<file path="config.mk">
export PLATFORM = sky130hd
export DESIGN_NAME = uut_run_ctrl_flat
export DESIGN_NICKNAME = d
export VERILOG_FILES = /design/src/rtl/uut_run_pkg.sv /design/src/rtl/uut_run_ctrl_if.sv /design/src/rtl/uut_cycle_counter.sv /design/src/rtl/uut_run_ctrl.sv /design/src/flat_wrapper.sv
export SDC_FILE = /design/constraint.sdc
export NUM_CORES = 1
export LEC_CHECK = 0
export CAP_MARGIN = 30
export CORE_MARGIN = 2
export CORE_UTILIZATION = 35
export CTS_BUF_LIST = sky130_fd_sc_hd__clkbuf_8
export CTS_CLUSTER_SIZE = 20
export DETAILED_ROUTE_END_ITERATION = 8
export PLACE_DENSITY = 0.66
export SYNTH_ARGS = -nofsm -noshare
export SYNTH_HDL_FRONTEND = slang
export SYNTH_SLANG_ARGS = --single-unit
export TNS_END_PERCENT = 10
</file>
<file path="constraint.sdc">
create_clock -name clk -period 4.7 [get_ports clk]
set_input_delay 0.94 -clock clk [delete_from_list [all_inputs] [get_ports clk]]
set_output_delay 0.94 -clock clk [all_outputs]
set_load 0.02 [all_outputs]
</file>
<file path="src/rtl/uut_run_pkg.sv">
// Shared types and default parameters for the UUT run controller.
package uut_run_pkg;

  typedef enum logic [1:0] {
    ST_IDLE  = 2'd0,
    ST_RESET = 2'd1,
    ST_RUN   = 2'd2,
    ST_HOLD  = 2'd3
  } state_t;

  localparam int unsigned DEF_BLOCK_W    = 64;
  localparam int unsigned DEF_KEY_W      = 80;
  localparam int unsigned DEF_MODE_W     = 8;
  localparam int unsigned DEF_OUT_W      = 64;
  localparam int unsigned DEF_RST_CYCLES = 4;
  localparam int unsigned DEF_TIMEOUT    = 65535;
  localparam int unsigned DEF_CNT_W      = 32;

endpackage

</file>
<file path="src/rtl/uut_run_ctrl_if.sv">
// Vector, UUT and result signals of the run controller, grouped as one bundle.
interface uut_run_if
  import uut_run_pkg::*;
#(
  parameter int unsigned BLOCK_W = DEF_BLOCK_W,
  parameter int unsigned KEY_W   = DEF_KEY_W,
  parameter int unsigned MODE_W  = DEF_MODE_W,
  parameter int unsigned OUT_W   = DEF_OUT_W,
  parameter int unsigned CNT_W   = DEF_CNT_W
) ();

  logic               abort_i;
  logic               vec_valid_i;
  logic               vec_ready_o;
  logic [BLOCK_W-1:0] vec_block_i;
  logic [KEY_W-1:0]   vec_key_i;
  logic [MODE_W-1:0]  vec_mode_i;
  logic               uut_rst_o;
  logic               uut_ce_o;
  logic [BLOCK_W-1:0] uut_block_o;
  logic [KEY_W-1:0]   uut_key_o;
  logic [MODE_W-1:0]  uut_mode_o;
  logic               uut_done_i;
  logic [OUT_W-1:0]   uut_result_i;
  logic               res_valid_o;
  logic               res_ready_i;
  logic [OUT_W-1:0]   res_data_o;
  logic [CNT_W-1:0]   res_cycles_o;
  logic               res_timeout_o;
  logic               busy_o;

  // controller side
  modport master (
    input  abort_i, vec_valid_i, vec_block_i, vec_key_i, vec_mode_i,
    input  uut_done_i, uut_result_i, res_ready_i,
    output vec_ready_o, uut_rst_o, uut_ce_o, uut_block_o, uut_key_o, uut_mode_o,
    output res_valid_o, res_data_o, res_cycles_o, res_timeout_o, busy_o
  );

  // harness / UUT side
  modport slave (
    output abort_i, vec_valid_i, vec_block_i, vec_key_i, vec_mode_i,
    output uut_done_i, uut_result_i, res_ready_i,
    input  vec_ready_o, uut_rst_o, uut_ce_o, uut_block_o, uut_key_o, uut_mode_o,
    input  res_valid_o, res_data_o, res_cycles_o, res_timeout_o, busy_o
  );

endinterface

</file>
<file path="src/rtl/uut_cycle_counter.sv">
// Up/down counter with clear and load; flags zero and the watchdog terminal value.
module uut_cycle_counter
  import uut_run_pkg::*;
#(
  parameter int unsigned CNT_W   = DEF_CNT_W,
  parameter int unsigned TIMEOUT = DEF_TIMEOUT
) (
  input  logic             clk,
  input  logic             rst,
  input  logic             clr,
  input  logic             load,
  input  logic [CNT_W-1:0] load_val,
  input  logic             en,
  input  logic             down,
  output logic [CNT_W-1:0] count,
  output logic             zero,
  output logic             term
);

  logic [CNT_W-1:0] count_reg;

  // clear beats load beats count
  always_ff @(posedge clk or negedge rst) begin
    if (!rst) begin
      count_reg <= '0;
    end else if (clr) begin
      count_reg <= '0;
    end else if (load) begin
      count_reg <= load_val;
    end else if (en) begin
      count_reg <= down ? count_reg - 1'b1 : count_reg + 1'b1;
    end
  end

  assign count = count_reg;
  assign zero  = (count_reg == '0);
  assign term  = (count_reg == CNT_W'(TIMEOUT));

endmodule

</file>
<file path="src/rtl/uut_run_ctrl.sv">
// Run controller: accepts a vector, pulses UUT reset, runs it via clock enable,
// returns result plus latency; watchdog and abort bound every run.
module uut_run_ctrl
  import uut_run_pkg::*;
#(
  parameter int unsigned BLOCK_W    = DEF_BLOCK_W,
  parameter int unsigned KEY_W      = DEF_KEY_W,
  parameter int unsigned MODE_W     = DEF_MODE_W,
  parameter int unsigned OUT_W      = DEF_OUT_W,
  parameter int unsigned RST_CYCLES = DEF_RST_CYCLES,
  parameter int unsigned TIMEOUT    = DEF_TIMEOUT,
  parameter int unsigned CNT_W      = DEF_CNT_W
) (
  input logic      clk,
  input logic      rst,
  uut_run_if.master bus
);

  state_t state_reg, state_next;

  logic             cnt_clr, cnt_load, cnt_en, cnt_down;
  logic [CNT_W-1:0] cnt_load_val;
  logic [CNT_W-1:0] cnt_value;
  logic             cnt_zero, cnt_term;

  logic [BLOCK_W-1:0] block_reg;
  logic [KEY_W-1:0]   key_reg;
  logic [MODE_W-1:0]  mode_reg;
  logic [OUT_W-1:0]   res_data_reg;
  logic [CNT_W-1:0]   res_cycles_reg;
  logic               res_timeout_reg;

  // One counter serves both phases: RESET countdown, then RUN cycle count
  // (loaded with 1 on entry so the value always includes the current cycle).
  uut_cycle_counter #(
    .CNT_W   (CNT_W),
    .TIMEOUT (TIMEOUT)
  ) u_counter (
    .clk      (clk),
    .rst      (rst),
    .clr      (cnt_clr),
    .load     (cnt_load),
    .load_val (cnt_load_val),
    .en       (cnt_en),
    .down     (cnt_down),
    .count    (cnt_value),
    .zero     (cnt_zero),
    .term     (cnt_term)
  );

  // state register
  always_ff @(posedge clk or negedge rst) begin
    if (!rst) state_reg <= ST_IDLE;
    else      state_reg <= state_next;
  end

  // next state and counter control; abort overrides everything
  always_comb begin
    state_next   = state_reg;
    cnt_clr      = 1'b0;
    cnt_load     = 1'b0;
    cnt_load_val = '0;
    cnt_en       = 1'b0;
    cnt_down     = 1'b0;
    if (bus.abort_i) begin
      state_next = ST_IDLE;
      cnt_clr    = 1'b1;
    end else begin
      case (state_reg)
        ST_IDLE: if (bus.vec_valid_i) begin
          state_next   = ST_RESET;
          cnt_load     = 1'b1;
          cnt_load_val = CNT_W'(RST_CYCLES - 1);
        end
        ST_RESET: if (cnt_zero) begin
          state_next   = ST_RUN;
          cnt_load     = 1'b1;
          cnt_load_val = CNT_W'(1);
        end else begin
          cnt_en   = 1'b1;
          cnt_down = 1'b1;
        end
        ST_RUN: if (bus.uut_done_i || cnt_term) begin
          state_next = ST_HOLD;
        end else begin
          cnt_en = 1'b1;
        end
        ST_HOLD: if (bus.res_ready_i) state_next = ST_IDLE;
        default: state_next = ST_IDLE;
      endcase
    end
  end

  // state-decoded outputs (driven only from the state register)
  always_comb begin
    bus.vec_ready_o = (state_reg == ST_IDLE);
    bus.uut_rst_o   = (state_reg == ST_IDLE) || (state_reg == ST_RESET);
    bus.uut_ce_o    = (state_reg == ST_RESET) || (state_reg == ST_RUN);
    bus.res_valid_o = (state_reg == ST_HOLD);
    bus.busy_o      = (state_reg != ST_IDLE);
  end

  // vector latch on acceptance; result capture on done (priority) or watchdog
  always_ff @(posedge clk or negedge rst) begin
    if (!rst) begin
      block_reg       <= '0;
      key_reg         <= '0;
      mode_reg        <= '0;
      res_data_reg    <= '0;
      res_cycles_reg  <= '0;
      res_timeout_reg <= 1'b0;
    end else if (!bus.abort_i) begin
      if (state_reg == ST_IDLE && bus.vec_valid_i) begin
        block_reg <= bus.vec_block_i;
        key_reg   <= bus.vec_key_i;
        mode_reg  <= bus.vec_mode_i;
      end
      if (state_reg == ST_RUN) begin
        if (bus.uut_done_i) begin
          res_data_reg    <= bus.uut_result_i;
          res_cycles_reg  <= cnt_value;
          res_timeout_reg <= 1'b0;
        end else if (cnt_term) begin
          res_data_reg    <= '0;
          res_cycles_reg  <= CNT_W'(TIMEOUT);
          res_timeout_reg <= 1'b1;
        end
      end
    end
  end

  assign bus.uut_block_o   = block_reg;
  assign bus.uut_key_o     = key_reg;
  assign bus.uut_mode_o    = mode_reg;
  assign bus.res_data_o    = res_data_reg;
  assign bus.res_cycles_o  = res_cycles_reg;
  assign bus.res_timeout_o = res_timeout_reg;

endmodule
</file>
<file path="src/flat_wrapper.sv">
// flat-port wrapper written by rule: the top's interface ports become plain ports
module uut_run_ctrl_flat import uut_run_pkg::*;
#(
  parameter int unsigned BLOCK_W    = DEF_BLOCK_W,
  parameter int unsigned KEY_W      = DEF_KEY_W,
  parameter int unsigned MODE_W     = DEF_MODE_W,
  parameter int unsigned OUT_W      = DEF_OUT_W,
  parameter int unsigned RST_CYCLES = DEF_RST_CYCLES,
  parameter int unsigned TIMEOUT    = DEF_TIMEOUT,
  parameter int unsigned CNT_W      = DEF_CNT_W
)
  (clk, rst, bus_abort_i, bus_vec_valid_i, bus_vec_block_i, bus_vec_key_i, bus_vec_mode_i, bus_uut_done_i, bus_uut_result_i, bus_res_ready_i, bus_vec_ready_o, bus_uut_rst_o, bus_uut_ce_o, bus_uut_block_o, bus_uut_key_o, bus_uut_mode_o, bus_res_valid_o, bus_res_data_o, bus_res_cycles_o, bus_res_timeout_o, bus_busy_o);
  uut_run_if #(.BLOCK_W(BLOCK_W), .KEY_W(KEY_W), .MODE_W(MODE_W), .OUT_W(OUT_W), .CNT_W(CNT_W)) bus_i ();
  input logic clk;
  input logic rst;
  input wire logic [$bits(bus_i.abort_i)-1:0] bus_abort_i;
  input wire logic [$bits(bus_i.vec_valid_i)-1:0] bus_vec_valid_i;
  input wire logic [$bits(bus_i.vec_block_i)-1:0] bus_vec_block_i;
  input wire logic [$bits(bus_i.vec_key_i)-1:0] bus_vec_key_i;
  input wire logic [$bits(bus_i.vec_mode_i)-1:0] bus_vec_mode_i;
  input wire logic [$bits(bus_i.uut_done_i)-1:0] bus_uut_done_i;
  input wire logic [$bits(bus_i.uut_result_i)-1:0] bus_uut_result_i;
  input wire logic [$bits(bus_i.res_ready_i)-1:0] bus_res_ready_i;
  output wire logic [$bits(bus_i.vec_ready_o)-1:0] bus_vec_ready_o;
  output wire logic [$bits(bus_i.uut_rst_o)-1:0] bus_uut_rst_o;
  output wire logic [$bits(bus_i.uut_ce_o)-1:0] bus_uut_ce_o;
  output wire logic [$bits(bus_i.uut_block_o)-1:0] bus_uut_block_o;
  output wire logic [$bits(bus_i.uut_key_o)-1:0] bus_uut_key_o;
  output wire logic [$bits(bus_i.uut_mode_o)-1:0] bus_uut_mode_o;
  output wire logic [$bits(bus_i.res_valid_o)-1:0] bus_res_valid_o;
  output wire logic [$bits(bus_i.res_data_o)-1:0] bus_res_data_o;
  output wire logic [$bits(bus_i.res_cycles_o)-1:0] bus_res_cycles_o;
  output wire logic [$bits(bus_i.res_timeout_o)-1:0] bus_res_timeout_o;
  output wire logic [$bits(bus_i.busy_o)-1:0] bus_busy_o;
  assign bus_i.abort_i = bus_abort_i;
  assign bus_i.vec_valid_i = bus_vec_valid_i;
  assign bus_i.vec_block_i = bus_vec_block_i;
  assign bus_i.vec_key_i = bus_vec_key_i;
  assign bus_i.vec_mode_i = bus_vec_mode_i;
  assign bus_i.uut_done_i = bus_uut_done_i;
  assign bus_i.uut_result_i = bus_uut_result_i;
  assign bus_i.res_ready_i = bus_res_ready_i;
  assign bus_vec_ready_o = bus_i.vec_ready_o;
  assign bus_uut_rst_o = bus_i.uut_rst_o;
  assign bus_uut_ce_o = bus_i.uut_ce_o;
  assign bus_uut_block_o = bus_i.uut_block_o;
  assign bus_uut_key_o = bus_i.uut_key_o;
  assign bus_uut_mode_o = bus_i.uut_mode_o;
  assign bus_res_valid_o = bus_i.res_valid_o;
  assign bus_res_data_o = bus_i.res_data_o;
  assign bus_res_cycles_o = bus_i.res_cycles_o;
  assign bus_res_timeout_o = bus_i.res_timeout_o;
  assign bus_busy_o = bus_i.busy_o;
  uut_run_ctrl #(.BLOCK_W(BLOCK_W), .KEY_W(KEY_W), .MODE_W(MODE_W), .OUT_W(OUT_W), .RST_CYCLES(RST_CYCLES), .TIMEOUT(TIMEOUT), .CNT_W(CNT_W)) u_core (.clk(clk), .rst(rst), .bus(bus_i));
endmodule
</file>
---- After elaboration in Yosys (flattened, before gate mapping) ----
Index checks and enable logic that the tools add are counted.
W data, S select, Z words.
operators by class
  divide/modulo/power cells ............... 0
  eq/ne operators ......................... 8
  reductions and logical operators ........ 12
  $add $sub $neg .......................... 2
  $lt $le $gt $ge ......................... 0
  multipliers ............................. 0
  shifts and indexed selects .............. 0
  bitwise gates (word level) .............. 1
  muxes and demuxes ....................... 31
operators by type and width
  operator                 count
  $mux W32                 7
  $mux W64                 2
  $pmux W32 S2             1
  $add A32 B1 Y32 const B  1
  $eq A32 B16 Y1 const B   1
  $logic_not A32 Y1        1
  $sub A32 B1 Y32 const B  1
  $mux W1                  12
  $mux W2                  6
  $pmux W2 S4              1
  $ne A3 B2 Y1 const B     2
  $ne A3 B3 Y1 const B     2
  $eq A2 B2 Y1 const B     2
  $pmux W1 S2              2
  $reduce_and A4 Y1        1
  $reduce_bool A2 Y1       2
  $logic_or A1 B1 Y1       3
  $reduce_and A3 Y1        1
  $reduce_bool A3 Y1       1
  $eq A2 B1 Y1 const B     1
  $logic_not A2 Y1         1
  $reduce_and A2 Y1        1
  $logic_and A1 B1 Y1      1
  $not A1 Y1               1
word-level totals
  memories ................................ 0
  bits in registers ....................... 283
  ROM bits ................................ 0
  RAM bits ................................ 0
  logic and storage cells ................. 62
  latch bits .............................. 0

---- Depth between registers and ports, before layout ----
Gate-level depths: netlist of run 1.
  depth after elaboration ................. 8
  mapped depth ............................ 16
  gate-level depth less buffers ........... 15

---- Cells and area by module ----
A second synthesis of run 1 with hierarchy kept.
second synthesis, totals
  cells, all modules ...................... 979
  area total of the unflattened synthesis .. 12668.4 µm²
modules (own cells, without submodules)
  module             seq. area each (µm²)  area each (µm²)  cells each  instances
  uut_run_ctrl       6281.0                9337.7           569         1
  uut_cycle_counter  800.8                 3330.7           410         1

---- Worst setup path after synthesis of run 1 ----
OpenSTA, ideal clock, no wires.
  kind .................................... input -> register
  start ................................... input bus_abort_i
  end ..................................... register u_core.u_counter.count_reg[31], in the netlist u_core.u_counter.count[31]
  stages on the path ...................... 14
  setup time .............................. 79 ps
  data required time ...................... 4621 ps
  buffers on the path ..................... 2
  path slack .............................. 393 ps
  arrival time ............................ 4227 ps
  cell sequence ........................... clkbuf_8 -> or2_2 -> inv_1 -> ha_1 -> buf_6 -> and3_4 -> and2_4 -> a221oi_4 -> and3_4 -> a2111oi_2 -> a311o_1 -> o22ai_2 -> mux2i_1 -> mux2i_1
on the way
  word-level cells in the longest chain between the ends .. 5
  elaborated cells on any way between the ends .. 10
  those cells by class .................... mux (9); reduce/logical (1)
RTL lines
  element                 RTL line                 RTL
  start: declaration      flat_wrapper.sv:16       input wire logic [$bits(bus_i.abort_i)-1:0] bus_abort_i;
  $mux W1                 uut_run_ctrl.sv:65       if (bus.abort_i) begin
  $mux W32                uut_cycle_counter.sv:31  count_reg <= down ? count_reg - 1'b1 : count_reg + 1'b1;
  $mux W32                uut_cycle_counter.sv:30  end else if (en) begin
  $mux W32                uut_cycle_counter.sv:28  end else if (load) begin
  $mux W32                uut_cycle_counter.sv:26  end else if (clr) begin
  end signal: assignment  uut_cycle_counter.sv:29  count_reg <= load_val;
  end signal: assignment  uut_cycle_counter.sv:31
  end: declaration        uut_cycle_counter.sv:20  logic [CNT_W-1:0] count_reg;
Parallel ways exist; a longest one is shown, timed or not. The select of a mux whose other input is x is not followed.
A chain may end at the register's enable or synchronous reset.

---- Final worst setup path of run 1 ----
  start ................................... register u_core.u_counter.count_reg[27], in the netlist u_core.u_counter.count[27]
  end ..................................... register u_core.u_counter.count_reg[31], in the netlist u_core.u_counter.count[31]
on the way
  word-level cells in the longest chain between the ends .. 8
  elaborated cells on any way between the ends .. 19
  those cells by class .................... add/sub (2); eq/ne (1); mux (13); reduce/logical (3)
RTL lines
  element
  parallel branches: the longest is 8 deep, another holds $add A32 B1 Y32
Several ways; the timed one is not identified. The select of a mux whose other input is x is not followed.

==> results of run 1 <==
how the worst max path moves through the flow:
stage / startpoint / endpoint / slack [ps] / depth (start not counted)
3_3_place_gp: bus_abort_i / u_core.u_counter.count[31] / 280 / 14
6_report: u_core.u_counter.count[27] / u_core.u_counter.count[31] / 300 / 16
5_1_grt: u_core.u_counter.count[27] / u_core.u_counter.count[31] / 1 / 16
2_1_floorplan: bus_abort_i / u_core.u_counter.count[31] / 390 / 14
4_1_cts: u_core.u_counter.count[27] / u_core.u_counter.count[31] / 320 / 16
3_5_place_dp: bus_abort_i / u_core.u_counter.count[31] / 230 / 14
cells by family after synthesis:
kind of cell | share of synthesized area, %
adders and majority gates | 3.714
and+or+nand+nor | 6.211
xor gates and xnor gates | 1.847
AOI/OAI and AO/OA | 13.80
DFF | 57.44
buffers and inverters | 2.537
muxes | 14.45
cell usage after synthesis (2+ instances only):
cell type  instances
o21a_1             6
o21ai_1           12
a211o_1            3
and3_1             3
dfrtp_1          283
a31oi_1            4
nor3_1             6
buf_1              3
xor2_1             5
buf_2             11
o211ai_1           4
xnor2_1           21
inv_1             19
a22o_1            85
clkbuf_1          31
or2_2              3
a21o_1            11
buf_6              2
and2_1             4
nor4_1            10
nor2_1            34
o21bai_1           3
mux2i_1            7
o21ai_0            5
mux2_2           152
nor2b_1            2
nand2_1           67
or4_1              2
a21oi_1           53
a211oi_1           7
o22a_1            14
ha_1              35
or3_1              3
and3_4             2
nand4_1            9
a32oi_1            2
nand3_1            7
worst max-delay path: cells and delay by family (launching register included):
family	cells	cell delay (ps)
AOI/OAI and AO/OA	7	1540
and+or+nand+nor	4	1230
muxes	2	430
DFF	1	420
adders and majority gates	1	420
buffers and inverters	2	260
power by group:
| part | switching, mW | total [mW] | internal [mW] | leakage [nW] |
|---|---|---|---|---|
| logic | 2.90 | 5.90 | 3.00 | 4.01 |
| clock network | 1.01 | 2.23 | 1.22 | 0.577 |
| registers | 0.562 | 4.05 | 3.49 | 3.51 |
cell type report:
class,instances,area [um^2],share of cell area (%)
Antenna cell,6,15.01,0.08070
Clock inverter,26,140.1,0.7532
Clock buffer,61,839.6,4.513
Multi-Input combinational cell,608,4938,26.55
Sequential cell,283,7082,38.07
Timing Repair Buffer,493,4949,26.60
Tap cell,455,569.3,3.060
Inverter,19,71.32,0.3833
metrics by stage:
stage / util [%] / hold WS [ps] / cell area (um^2) / total power, mW / setup WS, ps
3_5_place_dp: 50.85 / 489.8 / 17610 / 10.02 / 231.4
5_1_grt: 53.73 / 470.6 / 18600 / 12.80 / 1.030
3_3_place_gp: 50.82 / 485.3 / 17600 / 9.933 / 278.7
4_1_cts: 53.68 / 470.6 / 18590 / 12.30 / 322.2
6_report: 53.73 / 409.5 / 18600 / 12.18 / 300.7
2_1_floorplan: - / 495.7 / 12330 / 6.999 / 393.2
routing by layer:
metal / global-route usage [%] / vias up / wire length, um
li1: - / 4526 / -
met1: 25.89 / 4955 / 16270
met2: 37.14 / 308 / 21240
met3: 5.262 / 50 / 2569
met4: 7.337 / 4 / 683
met5: 0 / - / 21
==> results by group, run 1 <==
STA
  • Worst Tran Pin Value: between 1000 and 1500 ps
  • Max-slew violations: 0
  • Max Fclk: 227.3 MHz
  • RSZ-0062 raised after global routing: no
  • Layout Skew: 32.67 ps
  • Final setup vio count: 0
  • Setup_tns: 0 ps
  • Min Tclk post-route: 4399 ps
  • Tcrit/Tclk final: 93.60%
  • Slew headroom: about a third
  • Final Hold Vio Count: 0

Synthesis
  • Largest cells by area after synthesis: dfrtp_1, mux2_2, a22o_1, ha_1, a21oi_1
  • Mapped Nets: 1,218
  • Syn Std Cell Area: 0.01233 mm^2
  • Sequential share of the synthesized area: a little under three fifths
  • Top_reg_cell synth: dfrtp_1
  • Synth area leader: dfrtp_1
  • Avg Cell Area, Syn: 12.84 um^2
  • Synth async-reset ratio: 100.0%
  • Share of Yosys cell area claimed by the top area cell type: 57.44%
  • Yosys warns: 0
  • EDFF count, synth: 0
  • FF+latch count, synth: 283
  • Synth unique cells: 67
  • Post-Synthesis Cells: 960

Critical path
  • Reg2reg end: u_core.u_counter.count[31]
  • Worst Path Arrival: 4900 ps
  • Worst Path Class, Setup: register to register
  • Startpoint types: register
  • Crit. End Element: register
  • Slowest CP cell: nor4_1
  • Worst Path Max Fanout: 17
  • Flop2flop setup slack: about 300 ps
  • Crit path cell chain: nor4_1, nand4_1, o21ai_1, or2_2, inv_1, buf_4, ha_1, a21oi_1, o21bai_1, a221oi_4, and3_4, a2111oi_2, a311o_1, o22ai_2, mux2i_1, mux2i_1
  • Worst stage delay on the critical path: about 490 ps
  • CP required: 5200 ps
  • Most used cell, CP: mux2i_1
  • Worst reg-to-reg path cell count: 16
  • Reg-to-reg startpoint: u_core.u_counter.count[27]

Placed design
  • IO Port Bufs: about 480
  • Final GP Congestion: 0.8641
  • DP HPWL: 30.74 mm
  • Dpl cells: between 1,500 and 2,000

Routing
  • Via count: 9,843
  • Initial DRC Count: 419
  • Final ANT Viol Nets: 0
  • Via density: 5.045
  • DRC viols: 0
  • Total Routed Length: about 41 mm
  • DR WL/cell: around 21 um
  • TritonRoute pass-1 iters: 5

GRT
  • GRT overflow: 0
  • Gr usage total: between 20% and 30%
  • Largest net degree at the start of global routing: 125
  • First-pass GRT wire length: 60.42 mm
  • Initial antenna violation count: 8
  • Vias in the first global route: 9,813

Layout
  • P&R area growth vs syn: 50.89%
  • Commonest non-fill, non-tap cell in the layout: clkdlybuf4s50_1
  • Commonest non-fill, non-tap cells in the layout: clkdlybuf4s50_1, dfrtp_1, mux2_2
  • Fin cells: 1,951
  • Share of cells above drive strength 1: 17.45%
  • Fillcell total: 3,019
  • Max reg flops: 80
  • Fin nets: 1,713

CTS
  • Clock H-tree levels: 2
  • CTS clk-pin slew, worst paths: about 60 ps
  • Sink Count: ~280
  • Post-CTS sizing: 0
  • Max clock buf depth: 3
  • Setup bufs post-CTS: 0
  • Hold-fix buffers at CTS: 0
  • CTS tree: built
  • CTS root buf: clkbuf_8
  • Total CTS buffers: 50
  • Clk_lat worst skew: 590 ps

Floorplan
  • Die Y: ~190 um
  • Core area: 0.03463 mm^2
  • Die Wd: 191.7 um
  • Initial core utilization: between 30% and 40%
  • IO Pins: approximately 480
  • Row count: 68
  • Die area: 0.03674 mm^2

Worst hold path
  • Hold Path Class: primary input to async pin

Power and ir drop
  • Leakage: roughly 8.1 nW
  • Pwr dens: 654.9 mW/mm^2
  • Peak VDD IR: 359.1 uV

Job
  • Max Cap Viol: 0

Run status
  • Status: finished clean
Power figures use the tool's default switching activity.
==> run 2, diff against run 1 <==
--- a/config.mk
+++ b/config.mk
@@ -5,13 +5,15 @@
 export SDC_FILE = /design/constraint.sdc
 export NUM_CORES = 1
 export LEC_CHECK = 0
+export ABC_AREA = 1
 export CAP_MARGIN = 30
 export CORE_MARGIN = 2
 export CORE_UTILIZATION = 35
 export CTS_BUF_LIST = sky130_fd_sc_hd__clkbuf_8
 export CTS_CLUSTER_SIZE = 20
 export DETAILED_ROUTE_END_ITERATION = 8
-export PLACE_DENSITY = 0.66
+export PLACE_DENSITY = 0.65
+export SETUP_SLACK_MARGIN = 0.2
 export SYNTH_ARGS = -nofsm -noshare
 export SYNTH_HDL_FRONTEND = slang
 export SYNTH_SLANG_ARGS = --single-unit
==> run 2 against run 1 <==
Net effect:
- count of clock-buffer cells in the layout down 3
- utilization is 1.9 points lower
- worst hold slack worse by 88 ps
- routed wire length rose by 13%
- clock power barely moved
- register-to-register slack improved by 1000 ps
- combinational power fell by 4.7%
- clock skew fell by 22 ps
- sequential share of layout area fell by 1.6 points
- area after synthesis rose by 7.4%
- final area grew 4.5%
==> results by group, run 2 <==
Run status
  • Status: finished clean (unchanged)

Routing
  • Via count: 11,580 (was 9,843)
  • DR WL/cell: 19.15 um (was 20.90 um)
  • TritonRoute pass-1 iters: 6 (was 5)
  • Initial DRC Count: 745 (was 419)
  • Final ANT Viol Nets: 0 (unchanged)
  • Via density: 4.811 (was 5.045)
  • DRC viols: 0 (unchanged)
  • Total Routed Length: 46.13 mm (was 40.78 mm)

Synthesis
  • Synth area leader: dfrtp_1 (unchanged)
  • Top_reg_cell synth: dfrtp_1 (unchanged)
  • Mapped Nets: 1,643 (was 1,218)
  • Main combinational cell family by area after synthesis: simple AND/OR/NAND/NOR gates (was multiplexers)
  • Adder-cell share of the synthesized area: 3.457% (was 3.714%)
  • Post-synthesis compound-gate area fraction: 2.909% (was 13.80%)
  • Share of Yosys cell area claimed by the top area cell type: 53.46% (was 57.44%)
  • FF+latch count, synth: 283 (unchanged)
  • Synth async-reset ratio: 100.0% (unchanged)
  • Multiplexer share of the synthesized area: 12.92% (was 14.45%)
  • List of most frequent post-synthesis cells: nand2_1, dfrtp_1, mux2_2, nand3_1, inv_1 (was dfrtp_1, mux2_2, a22o_1, nand2_1, a21oi_1)
  • Syn Std Cell Area: 0.01325 mm^2 (was 0.01233 mm^2)
  • Yosys warns: 0 (unchanged)
  • Avg Cell Area, Syn: 9.564 um^2 (was 12.84 um^2)
  • Most common cell in the netlist: nand2_1 (was dfrtp_1)
  • Simple-Gate Fraction of Synth Area: 21.42% (was 6.211%)
  • Post-Synthesis Cells: 1,385 (was 960)
  • Synth Area in XOR/XNOR: 0.9918% (was 1.847%)
  • Largest cells by area after synthesis: dfrtp_1, mux2_2, nand2_1, nand3_1, ha_1 (was dfrtp_1, mux2_2, a22o_1, ha_1, a21oi_1)
  • Sequential share of the synthesized area: 53.46% (was 57.44%)
  • Synth unique cells: 34 (was 67)
  • EDFF count, synth: 0 (unchanged)

STA
  • Tcrit/Tclk final: 73.47% (was 93.60%)
  • Final Hold Vio Count: 0 (unchanged)
  • Setup_tns: 0 ps (unchanged)
  • Layout Skew: 10.46 ps (was 32.67 ps)
  • Max Fclk: 289.6 MHz (was 227.3 MHz)
  • Worst Tran Pin Value: 958.6 ps (was 1010 ps)
  • Max-slew violations: 0 (unchanged)
  • Final setup vio count: 0 (unchanged)
  • Slew headroom: 36.10% (was 32.68%)
  • RSZ-0062 raised after global routing: no (unchanged)
  • Min Tclk post-route: 3453 ps (was 4399 ps)

Power and ir drop
  • Leakage: 9.229 nW (was 8.100 nW)
  • Peak VDD IR: 321.6 uV (was 359.1 uV)
  • Pwr dens: 608.5 mW/mm^2 (was 654.9 mW/mm^2)

Critical path
  • Startpoint types: register (unchanged)
  • Worst Setup SP: u_core.state_reg[0] (was u_core.u_counter.count[27])
  • Reg-to-reg startpoint: u_core.u_counter.count[23] (was u_core.u_counter.count[27])
  • Flop2flop setup slack: 1310 ps (was 300 ps)
  • Worst Path Arrival: 2510 ps (was 4900 ps)
  • Reg2reg end: u_core.u_counter.count[30] (was u_core.u_counter.count[31])
  • Crit. End Element: output port (was register)
  • CP required: 3760 ps (was 5200 ps)
  • Worst Path Class, Setup: register to output port (was register to register)
  • Worst Path Max Fanout: 4 (was 17)
  • Worst reg-to-reg path cell count: 17 (was 16)

Floorplan
  • Core area: 0.03749 mm^2 (was 0.03463 mm^2)
  • Row count: 71 (was 68)
  • Die area: 0.03942 mm^2 (was 0.03674 mm^2)
  • Initial core utilization: 35.33% (was 35.60%)
  • IO Pins: 476 (unchanged)
  • Die Wd: 198.5 um (was 191.7 um)
  • Die Y: 198.5 um (was 191.7 um)

Placed design
  • IO Port Bufs: 475 (unchanged)
  • Dpl cells: 2,324 (was 1,858)
  • DP HPWL: 34.47 mm (was 30.74 mm)
  • Final GP Congestion: 0.9461 (was 0.8641)
  • Placed Instance Area: 0.01849 mm^2 (was 0.01761 mm^2)

CTS
  • CTS root buf: clkbuf_8 (unchanged)
  • Post-CTS sizing: 0 (unchanged)
  • Clock H-tree levels: 2 (unchanged)
  • Clk_lat worst skew: 610 ps (was 590 ps)
  • Total CTS buffers: 49 (was 50)
  • Sink Count: 283 (unchanged)
  • Hold-fix buffers at CTS: 0 (unchanged)
  • CTS tree: built (unchanged)
  • Max clock buf depth: 3 (unchanged)
  • Setup bufs post-CTS: 0 (unchanged)
  • CTS clk-pin slew, worst paths: 60 ps (about the same)

Layout
  • Fillcell total: 3,431 (was 3,019)
  • Fin cells: 2,408 (was 1,951)
  • Commonest non-fill, non-tap cell in the layout: clkdlybuf4s50_1 (unchanged)
  • Final core utilization: 51.86% (was 53.73%)
  • Multi-input gate area: 0.005547 mm^2 (was 0.004938 mm^2)
  • Fin nets: 2,122 (was 1,713)
  • Max reg flops: 80 (unchanged)
  • Share of cells above drive strength 1: 12.58% (was 17.45%)
  • Commonest non-fill, non-tap cells in the layout: clkdlybuf4s50_1, nand2_1, dfrtp_1 (was clkdlybuf4s50_1, dfrtp_1, mux2_2)
  • Register Area: 0.007082 mm^2 (unchanged)
  • P&R area growth vs syn: 46.76% (was 50.89%)
  • Cell area after layout: 0.01944 mm^2 (was 0.01860 mm^2)

GRT
  • Vias in the first global route: 11,450 (was 9,813)
  • Initial antenna violation count: 5 (was 8)
  • Gr usage total: 22.76% (was 21.40%)
  • Largest net degree at the start of global routing: 142 (was 125)
  • GRT overflow: 0 (unchanged)
  • First-pass GRT wire length: 68.67 mm (was 60.42 mm)

Worst hold path
  • Hold Path Class: primary input to async pin (unchanged)

Job
  • Max Cap Viol: 0 (unchanged)
run 2: kinds of logic (layout without fill, tap and decap cells):
group / after synthesis / after routing
AOI/OAI and AO/OA: 71 / 71
xor gates and xnor gates: 15 / 15
adders and majority gates: 36 / 36
buffers and inverters: 148 / 655
DFF: 283 / 283
muxes: 152 / 152
other: 0 / 5
and+or+nand+nor: 680 / 680
run 2: how the worst max path moves through the flow:
stage | end | depth (start not counted) | slack (ps)
after floorplan | u_core.u_counter.count[31] | 13 | 1450
after global placement | u_core.u_counter.count[30] | 15 | 820
after detailed placement | u_core.u_counter.count[19] | 15 | 830
after CTS | bus_uut_rst_o | 5 | 1210
after global routing | u_core.u_counter.count[29] | 17 | 940
final | bus_uut_rst_o | 5 | 1250
run 2: routing by layer:
| layer | part of all wire [%] | global-route usage, % |
|---|---|---|
| met3 | 7.9 | 6.104 |
| met4 | 2.3 | 8.015 |
| met2 | 50 | 38.92 |
| met5 | 0 | 0 |
| met1 | 40 | 27.67 |
run 2: power by group:
| group | total (mW) | internal (mW) | switching, mW |
|---|---|---|---|
| Clock | 2.23 | 1.21 | 1.01 |
| Combinational | 5.62 | 2.70 | 2.92 |
| Sequential | 3.98 | 3.44 | 0.537 |
| Total | 11.8 | 7.35 | 4.47 |
run 2: worst max-delay path, cell delays in order (launching register included):
cell	delay, ps
dfrtp_1	420
inv_1	120
ha_1	360
inv_1	220
nand2_1	110
clkdlybuf4s50_1	670
run 2: stage by stage:
step                total power, mW  hold slack (ps)  worst slack, ps
floorplan                     6.716            492.3             1454
global placement              9.556            452.0            819.8
detailed placement            9.664            457.1            831.2
CTS                           11.93            348.4             1205
global route                  12.46            358.4            941.3
finish                        11.83            321.1             1247
run 2: layout make-up:
class / count / area share (%)
Antenna cell: 5 / 0.06436
Tap cell: 511 / 3.289
Clock inverter: 21 / 0.7209
Multi-Input combinational cell: 954 / 28.53
Timing Repair Buffer: 483 / 25.06
Clock buffer: 58 / 4.106
Inverter: 93 / 1.796
Sequential cell: 283 / 36.43
